==> src/rtl/keypad_scanner.sv <==
// keypad_scanner: 4x4 matrix keypad scanner with whole-frame debounce and valid/ack key events.
// Optional auto-repeat of the lowest held key is built when KEYPAD_REPEAT_EN is defined.
module keypad_scanner #(
    parameter int SCAN_DIV      = 5000,
    parameter int DEBOUNCE      = 2,
    parameter int REPEAT_FRAMES = 50
) (
    input  logic        clk,
    input  logic        rst,
    input  logic [3:0]  rows,
    output logic [3:0]  cols,
    output logic [15:0] keys,
    output logic [3:0]  key_code,
    output logic        key_valid,
    input  logic        key_ack,
    output logic        overflow
);
    localparam int CNT_W = (SCAN_DIV > 1) ? $clog2(SCAN_DIV) : 1;
    localparam logic [CNT_W-1:0] CNT_LAST = CNT_W'(SCAN_DIV - 1);
    localparam logic [3:0] DB = 4'(DEBOUNCE);

    if (SCAN_DIV < 1 || DEBOUNCE < 1 || DEBOUNCE > 15 || REPEAT_FRAMES < 1) begin : g_bad_cfg
        $error("keypad_scanner: unsupported parameter set");
    end

    function automatic logic [3:0] lowest_idx(input logic [15:0] v);
        lowest_idx = 4'd0;
        for (int n = 15; n >= 0; n--) begin
            if (v[n]) lowest_idx = 4'(n);
        end
    endfunction

    function automatic logic [3:0] sat_inc(input logic [3:0] v);
        sat_inc = (v >= DB) ? DB : v + 4'd1;
    endfunction

    logic [3:0]       rows_s1_q, rows_s1_d, rows_s2_q, rows_s2_d;
    logic [CNT_W-1:0] cnt_q, cnt_d;
    logic [1:0]       col_q, col_d;
    logic [15:0]      snap_q, snap_d, prev_q, prev_d, keys_q, keys_d;
    logic [3:0]       stable_q, stable_d;
    logic             evt_q, evt_d;
    logic [3:0]       evt_idx_q, evt_idx_d, code_q, code_d;
    logic             valid_q, valid_d, ovf_q, ovf_d;
    logic             tick, commit;
    logic [15:0]      frame;
`ifdef KEYPAD_REPEAT_EN
    localparam int RF_W = (REPEAT_FRAMES > 1) ? $clog2(REPEAT_FRAMES) : 1;
    localparam logic [RF_W-1:0] RF_LAST = RF_W'(REPEAT_FRAMES - 1);
    logic [RF_W-1:0] rep_q, rep_d;
`endif

    always_comb begin
        rows_s1_d = rows;
        rows_s2_d = rows_s1_q;
        cnt_d     = cnt_q;
        col_d     = col_q;
        snap_d    = snap_q;
        prev_d    = prev_q;
        keys_d    = keys_q;
        stable_d  = stable_q;
        evt_d     = 1'b0;
        evt_idx_d = evt_idx_q;
        code_d    = code_q;
        valid_d   = valid_q;
        ovf_d     = ovf_q;
        commit    = 1'b0;
`ifdef KEYPAD_REPEAT_EN
        rep_d     = rep_q;
`endif
        tick  = (cnt_q == CNT_LAST);
        frame = snap_q;
        frame[{col_q, 2'b00} +: 4] = ~rows_s2_q;

        cnt_d = tick ? '0 : cnt_q + 1'b1;
        if (tick) begin
            col_d  = col_q + 2'd1;
            snap_d = frame;
            // Last column of the frame: debounce the whole 16-key snapshot at once.
            if (col_q == 2'd3) begin
                if (frame != prev_q) begin
                    prev_d   = frame;
                    stable_d = 4'd0;
                end else begin
                    stable_d = sat_inc(stable_q);
                    commit   = (stable_d == DB);
                end
                if (commit) begin
                    keys_d = frame;
                    if ((frame & ~keys_q) != 16'd0) begin
                        evt_d     = 1'b1;
                        evt_idx_d = lowest_idx(frame & ~keys_q);
                    end
                end
`ifdef KEYPAD_REPEAT_EN
                if (commit && (frame != keys_q)) begin
                    rep_d = '0;
                end else if (keys_q != 16'd0) begin
                    if (rep_q == RF_LAST) begin
                        rep_d     = '0;
                        evt_d     = 1'b1;
                        evt_idx_d = lowest_idx(keys_q);
                    end else begin
                        rep_d = rep_q + 1'b1;
                    end
                end else begin
                    rep_d = '0;
                end
`endif
            end
        end

        // Events are presented one clock after the commit, so keys is already settled.
        if (evt_q) begin
            if (!valid_q || key_ack) begin
                code_d  = evt_idx_q;
                valid_d = 1'b1;
                if (key_ack) ovf_d = 1'b0;
            end else begin
                ovf_d = 1'b1;
            end
        end else if (key_ack && valid_q) begin
            valid_d = 1'b0;
            ovf_d   = 1'b0;
        end
    end

    always_ff @(posedge clk or posedge rst) begin
        if (rst) begin
            rows_s1_q <= 4'hF;
            rows_s2_q <= 4'hF;
            cnt_q     <= '0;
            col_q     <= 2'd0;
            snap_q    <= 16'd0;
            prev_q    <= 16'd0;
            keys_q    <= 16'd0;
            stable_q  <= 4'd0;
            evt_q     <= 1'b0;
            evt_idx_q <= 4'd0;
            code_q    <= 4'd0;
            valid_q   <= 1'b0;
            ovf_q     <= 1'b0;
`ifdef KEYPAD_REPEAT_EN
            rep_q     <= '0;
`endif
        end else begin
            rows_s1_q <= rows_s1_d;
            rows_s2_q <= rows_s2_d;
            cnt_q     <= cnt_d;
            col_q     <= col_d;
            snap_q    <= snap_d;
            prev_q    <= prev_d;
            keys_q    <= keys_d;
            stable_q  <= stable_d;
            evt_q     <= evt_d;
            evt_idx_q <= evt_idx_d;
            code_q    <= code_d;
            valid_q   <= valid_d;
            ovf_q     <= ovf_d;
`ifdef KEYPAD_REPEAT_EN
            rep_q     <= rep_d;
`endif
        end
    end

    assign cols      = ~(4'b0001 << col_q);
    assign keys      = keys_q;
    assign key_code  = code_q;
    assign key_valid = valid_q;
    assign overflow  = ovf_q;
endmodule

==> config.mk <==
export PLATFORM = sky130hd
export DESIGN_NAME = keypad_scanner
export DESIGN_NICKNAME = d
export VERILOG_FILES = /design/src/rtl/keypad_scanner.sv
export SDC_FILE = /design/constraint.sdc
export NUM_CORES = 1
export LEC_CHECK = 0
export ABC_AREA = 0
export BUFFER_PORTS_ARGS = -buffer_cell sky130_fd_sc_hd__buf_2
export CORE_MARGIN = 2
export CORE_UTILIZATION = 48
export CTS_BUF_LIST = sky130_fd_sc_hd__clkbuf_8
export CTS_CLUSTER_DIAMETER = 30
export CTS_CLUSTER_SIZE = 30
export DETAILED_ROUTE_END_ITERATION = 10
export MAX_ROUTING_LAYER = met4
export PLACE_DENSITY = 0.66
export SYNTH_ARGS = -nofsm -noshare
export SYNTH_HDL_FRONTEND = slang
export SYNTH_SLANG_ARGS = --single-unit
export TNS_END_PERCENT = 50
==> constraint.sdc <==
create_clock -name clk -period 4.5 [get_ports clk]
set_input_delay 0.675 -clock clk [delete_from_list [all_inputs] [get_ports clk]]
set_output_delay 0.675 -clock clk [all_outputs]
set_load 0.005 [all_outputs]
==> run_results.csv, run 1 <==
group,metric,value,unit
status,status,"finished, final reports clean",
synthesis,synthTopCellsByCount,"78 x dfrtp_1, 40 x nand2_1, 33 x nor2_1, 26 x inv_1, 24 x o21ai_0",
final_layout,regArea,0.002162,mm^2
final_layout,area.growth.synth_to_final,10.46,%
setup_path,cp_data_arrival_time,4.01,ns
synthesis,yosysWarnings,0,
timing,finalCriticalPeriod,3.775,ns
pwr,irDropWorstVdd,133.8,uV
synthesis,syn_area_per_cell,10.78,um^2
timing,hold_viol,0,
die,rows,34,
synthesis,syn_area,0.004377,mm^2
clocking,clk_pin_slew,0.09,ns
synthesis,synthDistinctLibCells,64,
die,dieArea,0.009898,mm^2
timing,max_freq,264.9,MHz
timing,setup-tns-final,0,ns
die,die_y,99.49,um
die,start_util,49.94,%
route,wl_met2,4216,um
global_routing,grt_pass1_vias,3171,
route,wl_per_cell,16.81,um
final_layout,design_area,0.004835,mm^2
route,drt_iter0_markers,126,
clocking,numClockSinks,86,
synthesis,synth_top_area_cell,"dfrtp_1",
route,top_layer_used,"met4",
clocking,cts_resized,0,
route,drt-met1-wl,4549,um
timing,slew_viol_final,0,
synthesis,ys_seq_elements,86,
route,routed_via_density,5.601,
synthesis,yosysSeqAreaShare,49.40,%
final_layout,filler_cell_count,770,
timing,tightest_slew,0.9206,ns
clocking,worstSkewPairLatency,0.35,ns
setup_path,ff2ff_path_depth,9,
final_layout,drive_above_1_share,20.50,%
setup_path,cp-end-kind,"register",
synthesis,synth_edf_count,0,
clocking,cts_tree,"done",
pwr,leakagePower,2.196,nW
placement,portBuffers,32,
global_routing,antenna_found_initial,0,
clocking,cts-hold-fix-buffers,0,
route,drc,0,
synthesis,synth_most_common_cell,"dfrtp_1",
route,ant_nets,0,
placement,place.gp.congestion,0.8743,
pwr,pwr_density_cell,285.3,mW/mm^2
synthesis,synth-main-ff-cell,"dfrtp_1",
final_layout,final_nets,454,
global_routing,overflow,0,
route,dr.pass1.iters,5,
timing,finalClockSkew,0.007100,ns
die,core-area,0.008763,mm^2
min_path,worstHoldPathCells,0,
timing,rsz0062_at_grt,"false",
placement,placed_cell_area,0.004626,mm^2
clocking,cts_root_buf,"clkbuf_8",
timing,hold_ws,0.3593,ns
final_layout,multi_input_area,0.002032,mm^2
setup_path,startpoint_type,"register",
timing,slew_headroom,38.55,%
clocking,postCtsSetupBuffers,0,
synthesis,synthTopCellsByArea,"dfrtp_1 45%, dfstp_2 4.8%, xnor2_1 4.2%",
setup_path,path_class,"register to register",
synthesis,synth_top_area_share,44.60,%
placement,hpwl,6675,um
global_routing,grt_max_degree,54,
synthesis,syn_nets,421,
route,num_vias,3092,
clocking,clockBufferDepth,2,
global_routing,grt_pass1_wl,16190,um
synthesis,async_flop_share,100.0,%
timing,setup_viol,0,
die,fp.dieW,99.49,um
clocking,h-tree-depth,3,
setup_path,crit_required,4.73,ns
route,routed_wl,9278,um
setup_path,cp_max_fo,15,
synthesis,postSynthCellCount,406,
global_routing,groute.usage.overall,21.39,%
timing,finalCritPeriodShare,83.88,%
clocking,numCtsBuffers,9,
flow_run,maxCapViolCount,0,
final_layout,antennaDiodeCount,0,
route,wl_met3,294,um
die,io_pins,33,
min_path,hold_path.class,"register to register",
==> placed cells by master (no fill, tap or decap), types with 3 or more instances in the layout <==
cell type and n:
mux2_1 11, xor2_1 5, o22ai_1 11, nand2_1 40, and2_1 3, inv_1 25
dfrtp_1 78, nor4_1 5, nor2_1 33, buf_2 32, nor4b_2 4, xnor2_1 21
o21ai_0 24, mux2_2 6, nor3_1 4, buf_4 4, ha_1 8, clkinvlp_4 3
mux2i_1 11, nor4b_1 3, a2bb2oi_1 5, a21oi_1 14, mux2i_2 4, nand3_1 8
and3_1 4, dfstp_2 8, nand2b_1 6, clkbuf_8 11, o31ai_1 4, nor2b_1 4
==> final timing paths <==
kind	startpoint	end	slack (ns)
hold reg to reg	rows_s1_q[3]	rows_s2_q[3]	0.36
setup reg to reg	col_q[0]	prev_q[12]	0.73
max in group asynchronous	rst	rows_s2_q[3]	3.02
min in group asynchronous	rst	keys[13]	0.49
setup / recovery	col_q[0]	prev_q[12]	0.73
hold / removal	rows_s1_q[3]	rows_s2_q[3]	0.36
==> report_power, final <==
group           total, W  leakage [nW]  internal [W]  switching [W]
sequential      0.000783          1.15      0.000779     0.00000426
clock           0.000562        0.0976      0.000286       0.000276
combinational  0.0000344         0.943    0.00000994      0.0000244
total            0.00138          2.20       0.00107       0.000305
==> kinds of logic after synthesis <==
| kind of cell | after synthesis | synth area share, % |
|---|---|---|
| AND/OR/NAND/NOR | 132 | 17.75 |
| buffers and inverters | 42 | 4.174 |
| XOR/XNOR | 26 | 5.203 |
| AO/OA/AOI/OAI | 79 | 12.69 |
| multiplexers | 33 | 8.490 |
| adder cells (fa/ha/maj) | 8 | 2.287 |
| flip-flops | 86 | 49.40 |
==> area by class of cell <==
cell class | instances | share of cell area, %
flip-flops and latches | 86 | 44.72
well taps | 108 | 2.795
repair buffers | 36 | 3.934
inverters | 28 | 2.200
clock inverters | 5 | 1.190
multi-input cells | 278 | 42.03
clock buffers | 11 | 3.131
==> worst max-delay path, stage by stage (launching register included) <==
cell,delay (ns)
dfrtp_1,0.65
inv_1,0.20
ha_1,0.50
nor4b_1,0.59
mux2i_2,0.20
xnor2_1,0.18
nor4_2,0.41
nand4_4,0.24
nand3_4,0.31
mux2_1,0.37
==> metal layers <==
layer,up-vias,track usage [%]
met5,-,-
met4,0,8.008
met3,24,2.952
met2,63,31.96
met1,1513,29.90
li1,1492,-
==> through the flow <==
step	setup WS (ns)	std cells	util (%)	total power [W]
after floorplan	1.258	406	-	0.0008211
after global placement	0.9569	536	52.78	0.0008329
after detailed placement	0.7843	536	52.78	0.0008338
after CTS	0.7556	552	55.17	0.001396
after global routing	0.4860	552	55.17	0.001439
final	0.7253	552	55.17	0.001379
==> flip-flops by register name, summed over array words and instances, names as in the netlist, 4 cells and up <==
signal	count
rows_s2_q	4
rows_s1_q	4
stable_q	4
evt_idx_q	4
cnt_q	13
prev_q	16
key_code	4
keys	16
snap_q	16
Note: power is estimated with default switching activity, not from simulation.
==> run 2, diff against run 1 <==
clock period = 3.53 ns   (was 4.5 ns; I/O delays follow)
==> run_results.csv, run 2 (synthesized netlist as in run 1, its figures left out) <==
group,metric,value,unit
final_layout,final_nets,464,
clocking,clockBufferDepth,2,
clocking,postCtsSetupBuffers,0,
setup_path,cp_data_arrival_time,3.52,ns
global_routing,grt_pass1_wl,16010,um
global_routing,grt-busiest-layer,"met2",
global_routing,antenna_found_initial,0,
timing,finalCriticalPeriod,3.274,ns
global_routing,grt_pass1_vias,3141,
die,dieArea,0.009898,mm^2
flow_run,maxCapViolCount,0,
global_routing,groute.usage.overall,21.52,%
clocking,numCtsBuffers,9,
final_layout,multi_input_area,0.002051,mm^2
global_routing,use_met1,29.03,%
clocking,cts_root_buf,"clkbuf_8",
clocking,clk_pin_slew,0.08,ns
route,ant_nets,0,
setup_path,path_class,"register to register",
final_layout,drive_above_1_share,22.30,%
die,io_pins,33,
timing,finalClockSkew,0.01366,ns
setup_path,startpoint_type,"register",
timing,tightest_slew,0.7324,ns
clocking,cts_tree,"done",
final_layout,layout_common_cells,"78 x dfrtp_1, 40 x nand2_1, 33 x nor2_1",
timing,max_freq,305.5,MHz
route,num_vias,3122,
clocking,cts-hold-fix-buffers,0,
timing,hold_viol,0,
global_routing,grtUsageMet3,5.200,%
die,die_y,99.49,um
timing,setup_viol,0,
die,core-area,0.008763,mm^2
route,drc,0,
status,status,"finished, final reports clean",
final_layout,layout_commonest_cell,"dfrtp_1",
global_routing,overflow,0,
die,fp.dieW,99.49,um
pwr,irDropWorstVdd,279.0,uV
die,start_util,49.94,%
min_path,hold_path.class,"input pin to async pin",
pwr,leakagePower,2.235,nW
clocking,numClockSinks,86,
route,drt_iter0_markers,130,
placement,portBuffers,32,
timing,finalCritPeriodShare,92.74,%
global_routing,grt_max_degree,43,
final_layout,filler_cell_count,782,
final_layout,area.growth.synth_to_final,11.41,%
timing,hold_ws,0.2493,ns
route,wl_per_cell,16.84,um
setup_path,cp_max_fo,15,
pwr,pwr_density_cell,335.5,mW/mm^2
timing,slew_headroom,51.17,%
timing,setup-tns-final,0,ns
route,routed_via_density,5.565,
setup_path,crit_required,3.77,ns
route,routed_wl,9450,um
global_routing,met2_usage,32.74,%
timing,slew_viol_final,0,
route,dr.pass1.iters,4,
final_layout,regArea,0.002162,mm^2
placement,place.gp.congestion,0.8664,
timing,rsz0062_at_grt,"false",
final_layout,final_util,55.64,%
placement,hpwl,6872,um
clocking,h-tree-depth,3,
setup_path,cp-end-kind,"register",
clocking,worstSkewPairLatency,0.37,ns
die,rows,34,
final_layout,antennaDiodeCount,0,
-- run 2: worst paths after layout --
kind	from	to	slack (ns)	cells after the start
worst max-delay path	col_q[1]	prev_q[7]	0.26	10
worst min register to register	rows_s1_q[1]	rows_s2_q[1]	0.36	0
min in group clk	rows[3]	rows_s1_q[3]	0.26	1
worst max register to register	col_q[1]	prev_q[7]	0.26	10
worst min-delay path	rst	evt_q	0.25	2
max in group asynchronous	rst	snap_q[13]	2.49	3
-- run 2: cell type report --
| cell class | count | share of cell area [%] |
|---|---|---|
| well taps | 108 | 2.771 |
| multi-input cells | 278 | 42.06 |
| inverters | 28 | 2.181 |
| flip-flops and latches | 86 | 44.34 |
| clock inverters | 6 | 0.6672 |
| clock buffers | 9 | 2.540 |
| repair buffers | 46 | 5.440 |
-- run 2: report_power, final --
group / switching, W / internal (W)
registers: 0.00000550 / 0.000993
clock network: 0.000347 / 0.000244
logic: 0.0000319 / 0.0000148
-- run 2: worst max-delay path, cell delays in order, from the launching register on --
cell     delay [ns]
dfrtp_1        0.38
inv_1          0.10
ha_1           0.45
nor4b_1        0.46
buf_4          0.19
mux2i_2        0.09
xnor2_1        0.18
nor4_2         0.41
nand4_4        0.25
nand3_4        0.29
mux2_1         0.35
-- run 2: stage by stage --
| step | instances | power (W) | cell area (um^2) | worst slack, ns |
|---|---|---|---|---|
| floorplan | 406 | 0.001047 | 4377 | 0.2877 |
| global placement | 546 | 0.001065 | 4701 | 0.3607 |
| detailed placement | 546 | 0.001065 | 4701 | 0.2763 |
| CTS | 561 | 0.001651 | 4857 | 0.2498 |
| global route | 561 | 0.001703 | 4876 | 0.01968 |
| finish | 561 | 0.001636 | 4876 | 0.2563 |
-- run 2: what timing repair did --
item,CTS,global route
setup endpoints to repair,0,7
endpoints found under the hold margin,0,0
resized for setup,0,3
-- run 2: layer usage --
metal | up-vias | part of all wire (%)
met5 | - | 0
met4 | 0 | 1.2
met3 | 14 | 4.2
met2 | 59 | 47
met1 | 1545 | 48
li1 | 1504 | -
